==> src/rtl/upper_pc_table.sv <==
// rtl/upper_pc_table.sv - shared upper-PC table with CAM allocate and tree pseudo-LRU replacement
module upper_pc_table #(
   parameter int UPPER_PC_TABLE_ENTRIES     = 8,
   parameter int LOG_UPPER_PC_TABLE_ENTRIES = $clog2(UPPER_PC_TABLE_ENTRIES),
   parameter int UPPER_PC_WIDTH             = 19
) (
   input  logic                                  CLK,
   input  logic                                  rst,
   input  logic                                  read_valid_REQ,
   input  logic [LOG_UPPER_PC_TABLE_ENTRIES-1:0] read_index_REQ,
   output logic [UPPER_PC_WIDTH-1:0]             read_upper_PC_RESP,
   input  logic                                  update0_valid,
   input  logic [31:0]                           update0_target_full_PC,
   output logic                                  update1_valid,
   output logic [LOG_UPPER_PC_TABLE_ENTRIES-1:0] update1_upper_PC_index
);

   localparam int N     = UPPER_PC_TABLE_ENTRIES;
   localparam int L     = LOG_UPPER_PC_TABLE_ENTRIES;
   localparam int NODES = N - 1;
   localparam int LOW   = 32 - UPPER_PC_WIDTH;

   // Table state
   logic [N-1:0]              entry_valid;
   logic [UPPER_PC_WIDTH-1:0] entry_upc [N];

   // Tree PLRU, heap order: node n has children 2n+1 (lower half) and 2n+2 (upper half).
   // A node bit of 0 sends the victim search to the lower half, 1 to the upper half.
   logic [NODES-1:0]          plru;
   logic [NODES-1:0]          plru_next;

   // Update stage 1 pipeline register
   logic                      s1_valid;
   logic [UPPER_PC_WIDTH-1:0] s1_upc;

   // Stage-1 lookup results
   logic                      hit;
   logic [L-1:0]              hit_idx;
   logic                      free_found;
   logic [L-1:0]              free_idx;
   logic [L-1:0]              victim_idx;
   logic [L-1:0]              upd_idx;

   // The low target bits live in the BTB entry, not here.
   logic                      unused_low_pc;
   assign unused_low_pc = ^update0_target_full_PC[LOW-1:0];

   // Point every node on idx's root-to-leaf path away from idx.
   function automatic logic [NODES-1:0] plru_touch(input logic [NODES-1:0] tree,
                                                   input logic [L-1:0]     idx);
      logic [NODES-1:0] t;
      logic [L-1:0]     node;
      logic             b;
      t    = tree;
      node = '0;
      for (int lvl = 0; lvl < L; lvl++) begin
         b       = idx[L-1-lvl];
         t[node] = ~b;
         node    = L'(2 * int'(node) + 1 + int'(b));
      end
      return t;
   endfunction

   // Walk the PLRU tree from the root to find the replacement victim.
   always_comb begin
      logic [L-1:0] node;
      logic         b;
      victim_idx = '0;
      node       = '0;
      b          = 1'b0;
      for (int lvl = 0; lvl < L; lvl++) begin
         b                   = plru[node];
         victim_idx[L-1-lvl] = b;
         node                = L'(2 * int'(node) + 1 + int'(b));
      end
   end

   // CAM the stage-1 upper PC and find the lowest-numbered free slot; pick hit, free, then victim.
   always_comb begin
      hit        = 1'b0;
      hit_idx    = '0;
      free_found = 1'b0;
      free_idx   = '0;
      for (int i = N - 1; i >= 0; i--) begin
         if (entry_valid[i] && (entry_upc[i] == s1_upc)) begin
            hit     = 1'b1;
            hit_idx = L'(i);
         end
         if (!entry_valid[i]) begin
            free_found = 1'b1;
            free_idx   = L'(i);
         end
      end
      if (hit) begin
         upd_idx = hit_idx;
      end else if (free_found) begin
         upd_idx = free_idx;
      end else begin
         upd_idx = victim_idx;
      end
   end

   // Read touch first, then the update touch, so the update owns any shared nodes.
   always_comb begin
      plru_next = plru;
      if (read_valid_REQ) begin
         plru_next = plru_touch(plru_next, read_index_REQ);
      end
      if (s1_valid) begin
         plru_next = plru_touch(plru_next, upd_idx);
      end
   end

   // Table, PLRU, pipeline and output registers; reads see the pre-write table contents.
   always_ff @(posedge CLK) begin
      if (rst) begin
         entry_valid            <= '0;
         for (int i = 0; i < N; i++) begin
            entry_upc[i] <= '0;
         end
         plru                   <= '0;
         s1_valid               <= 1'b0;
         s1_upc                 <= '0;
         read_upper_PC_RESP     <= '0;
         update1_valid          <= 1'b0;
         update1_upper_PC_index <= '0;
      end else begin
         if (read_valid_REQ) begin
            read_upper_PC_RESP <= entry_upc[read_index_REQ];
         end
         if (s1_valid) begin
            entry_upc[upd_idx]     <= s1_upc;
            entry_valid[upd_idx]   <= 1'b1;
            update1_upper_PC_index <= upd_idx;
         end
         update1_valid <= s1_valid;
         plru          <= plru_next;
         s1_valid      <= update0_valid;
         if (update0_valid) begin
            s1_upc <= update0_target_full_PC[31:LOW];
         end
      end
   end

endmodule

==> config.mk <==
export PLATFORM = sky130hd
export DESIGN_NAME = upper_pc_table
export DESIGN_NICKNAME = d
export VERILOG_FILES = /design/src/rtl/upper_pc_table.sv
export SDC_FILE = /design/constraint.sdc
export NUM_CORES = 1
export LEC_CHECK = 0
export ABC_AREA = 1
export BUFFER_PORTS_ARGS = -buffer_cell sky130_fd_sc_hd__buf_2
export CORE_UTILIZATION = 25
export DETAILED_ROUTE_END_ITERATION = 12
export PLACE_DENSITY = 0.51
export SLEW_MARGIN = 40
export SYNTH_ARGS = -nofsm -noshare
export SYNTH_HDL_FRONTEND = slang
export SYNTH_SLANG_ARGS = --single-unit
==> constraint.sdc <==
create_clock -name CLK -period 7.7 [get_ports CLK]
set_clock_uncertainty 0.1 [all_clocks]
set_input_delay 0.385 -clock CLK [delete_from_list [all_inputs] [get_ports CLK]]
set_output_delay 0.385 -clock CLK [all_outputs]
set_load 0.05 [all_outputs]
==> impl_results.md <==
* Die Outline Area at about 0.052 mm²
* Initial Util at approximately 25%
* Tcrit/Tclk final at between 60 and 70%
* Worst endpoint required time at 7.79 ns
* Switching part of the total at between 20% and 30%
* Crit path max-delay family: simple AND/OR/NAND/NOR gates
* Psw at between 0.0009 and 0.001 W
* DRC viols at 0
* Critical hold path startpoint: update0_target_full_PC[19]
* Worst slack, placed at 2.90 ns
* Clock Path Buffers at 3
* Rows at just over 80
* CTS tree: yes
* Cell area after layout at roughly 0.014 mm²
* R2R cell count at 16
* Sequential Power Share at approximately 43%
* Via Count at 12,100
* Core region area at between 0.05 and 0.06 mm²
* Startpoint Class: flop
* Worst path most repeated cell: nand2_1
* Fin crit period at 4.67 ns
* CP Class: reg -> reg
* Syn_nets at between 1,500 and 2,000
* Layout area overhead at 12.8%
* Least-Margin Pin Slew at around 0.93 ns
* Crit Path Max Fanout at 21
* Layout Cells excl Fill at approximately 2,500
* Register area share after synthesis at between 40 and 50%
* Vias per cell at 4.93
* Buf/Inv on CP at 3
* DR iter-0 viols at approximately 1,300
* Post-synth EDFFs at between 150 and 200
* Worst min-delay path endpoint: s1_upc[6]$_SDFFE_PP0P_
* CP Capture Type: flop
* Clock share of power at between 40% and 50%
* Combinational cell fraction of total power at 14.7%
* Worst R2R End: entry_upc[3][12]$_SDFFCE_PN0P_
* Post-Syn Instances at roughly 1,800
* Nets at between 1,500 and 2,000
* Die Y at around 230 µm
* N_diodes at 0
* Dpl hpwl at around 37 mm
* Post-DRT Antenna Nets at 0
* Total gr overflow at 0
* Reg clk slew, reported paths at 0.06 ns
* Internal power at 0.00218 W
* Fraction of layout cells with a size suffix above 1 at around 8.5%
* Critical Path AT at ~4.8 ns
* Setup repair bufs after CTS at 0
* Clock sink total at 210
* CTS Hold Bufs at 0
* Fillers at around 5,500
* Max_slew headroom at around 38%
* First-pass GRT wire length at about 73 mm
* CP max-delay cell: dfxtp_1
* HP Class: in -> reg
* Seq cells post-synth at 210
* Top cells by area, synth: edfxtp_1 (36%), nand2_1 (15%), nor2_1 (9.2%)
* Slew Viols, Final at 0
* Die width at approximately 230 µm
* Worst path max stage delay at 0.66 ns
* CP cell instances: clkinv_1 > buf_4 > nand2_1 > o21ai_0 > nor2_1 > nand2_1 > nor2_1 > nand3_1 > nand2_1 > nor2_1 > nand3_1 > nand2_1 > inv_1 > ha_1 > nand3_4 > nand2_2
* LEAKAGE at 6.05 nW
* Placed Cells at 2,406
* Initial DRT Pass Iterations at 5
* Clock insertion delay at the later pin of the skew report at roughly 0.56 ns
* CTS root buf: clkbuf_16
* Fin. Hold Viols at 0
* Setup-failing EPs final at 0
* Most frequent cells after synthesis: nand2_1 (497), nor2_1 (312), inv_1 (178), o21ai_0 (154), edfxtp_1 (152)
* Yosys warns at 0
* CTS buffer count at 26
* Max cap viols at 0
* R2R Path Start: s1_upc[1]$_SDFFE_PP0P_
* Port Buffers at 48
* CTS resizes at 0
* Hold Path Stages at 3
* Top_reg_cell synth: edfxtp_1
* GRT Total Usage at between 10% and 20%
* Final worst slack at 3.03 ns
* Vias in the first global route at between 10,000 and 15,000
* Fraction of registers with async set/reset at 0%
* Maximum VDD drop at 0.000148 V
* Run status: complete, no violations
* Synth unique cells at 45
* Cell accounting for the most synthesized area: edfxtp_1
* Max Clock Freq at about 0.21 GHz
* FF-to-FF setup slack at between 3 and 4 ns
* Wirelength per Cell at 20.5 µm
* RSZ-0062 raised after global routing: no
* Initial antenna violation count at 0
* I/O pin cnt at 62
* Instance area at placement at between 0.01 and 0.015 mm²
* Share of the synthesized area in the top cell type at a little over a third
* Pwr/cell area at 214 mW/mm²
* Syn Area/Cell at around 7.3 µm²
* Clock H-tree levels at 1
* Setup_tns at 0 ns
* Routability cong. at slightly below 1
* Routed Wire Length at ~50 mm
* Top-count cell post-synth: nand2_1
* Critical path launch point: s1_upc[1]$_SDFFE_PP0P_
* Synth Cell Area at between 0.01 and 0.015 mm²
* Largest net degree at the start of global routing at 66
## registers in the layout (all words and copies together), names as in the netlist
register	cells
entry_upc	152
read_upper_PC_RESP	19
s1_upc	19
entry_valid	8
plru	7
update1_upper_PC_index	3
s1_valid	1
update1_valid	1
## final cells by class
type	count	area, µm²	area share, %
Multi-Input combinational cell	1268	5850	40.6
Tap cell	672	841	5.83
Inverter	187	702	4.87
Clock buffer	35	736	5.10
Clock inverter	13	169	1.17
Sequential cell	210	5730	39.7
Timing Repair Buffer	69	400	2.78
## per-stage QoR
stage | power (W) | hold WS, ns | utilization [%]
finish | 0.00309 | 0.0223 | 28.7
global route | 0.00318 | 0.0222 | 28.7
CTS | 0.00309 | 0.00725 | 28.7
detailed placement | 0.00178 | 0.383 | 26.9
global placement | 0.00178 | 0.380 | 26.8
floorplan | 0.00162 | 0.345 | -
## power by group through the flow
stage	sequential [W]	clock, W	combinational (W)
detailed placement	0.00134	0	0.000444
global route	0.00132	0.00137	0.000492
floorplan	0.00133	0	0.000284
finish	0.00132	0.00132	0.000453
global placement	0.00134	0	0.000443
CTS	0.00132	0.00133	0.000446
## worst min-delay path: cells and delay by family
| kind | cells | cell delay, ns |
|---|---|---|
| compound gates | 2 | 0.17 |
| buf+inv | 1 | 0.08 |
## how the worst max path moves through the flow
stage,slack (ns),to,depth (start not counted)
finish,3.03,entry_upc[3][12]$_SDFFCE_PN0P_,16
global route,2.79,entry_upc[5][3]$_SDFFCE_PN0P_,16
CTS,2.89,entry_upc[6][17]$_SDFFCE_PN0P_,14
detailed placement,2.90,entry_upc[6][12]$_SDFFCE_PN0P_,14
global placement,2.77,entry_upc[2][13]$_SDFFCE_PN0P_,15
floorplan,4.53,entry_upc[6][0]$_SDFFCE_PN0P_,17
## placed cells by master, fill, tap and decap left out, types with 7 or more instances in the layout
cell | Yosys | routed
nor2_1 | 312 | 311
clkbuf_16 | 0 | 27
nor4_1 | 7 | 7
buf_2 | 29 | 47
inv_1 | 178 | 174
a221oi_1 | 14 | 14
ha_1 | 12 | 12
xnor2_1 | 16 | 16
o22ai_1 | 30 | 30
edfxtp_1 | 152 | 152
nand4_1 | 34 | 34
nand2_2 | 0 | 8
nand3_1 | 47 | 47
xor2_1 | 8 | 8
nor2_2 | 13 | 14
a21oi_1 | 66 | 66
nor3_1 | 19 | 19
inv_2 | 6 | 9
buf_4 | 14 | 22
dfxtp_1 | 58 | 58
clkinv_1 | 3 | 8
o21ai_0 | 154 | 154
nand2_1 | 497 | 489
## cells by family (layout without fill, tap and decap cells)
logic type	after synthesis	after routing	synth area share, %
and+or+nand+nor	947	947	30.4
DFF	210	210	44.8
buffers and inverters	282	304	9.62
xor gates and xnor gates	24	24	1.64
AOI/OAI and AO/OA	285	285	12.4
adders and majority gates	12	12	1.17
## routing by layer
layer | track usage (%) | up-vias | wire [µm]
met4 | 5.10 | 0 | 1200
met1 | 26.7 | 5826 | 23500
met2 | 29.7 | 483 | 22100
met3 | 2.78 | 64 | 3570
met5 | 0 | - | 0
li1 | - | 5736 | -
Power figures use the tool's default switching activity.
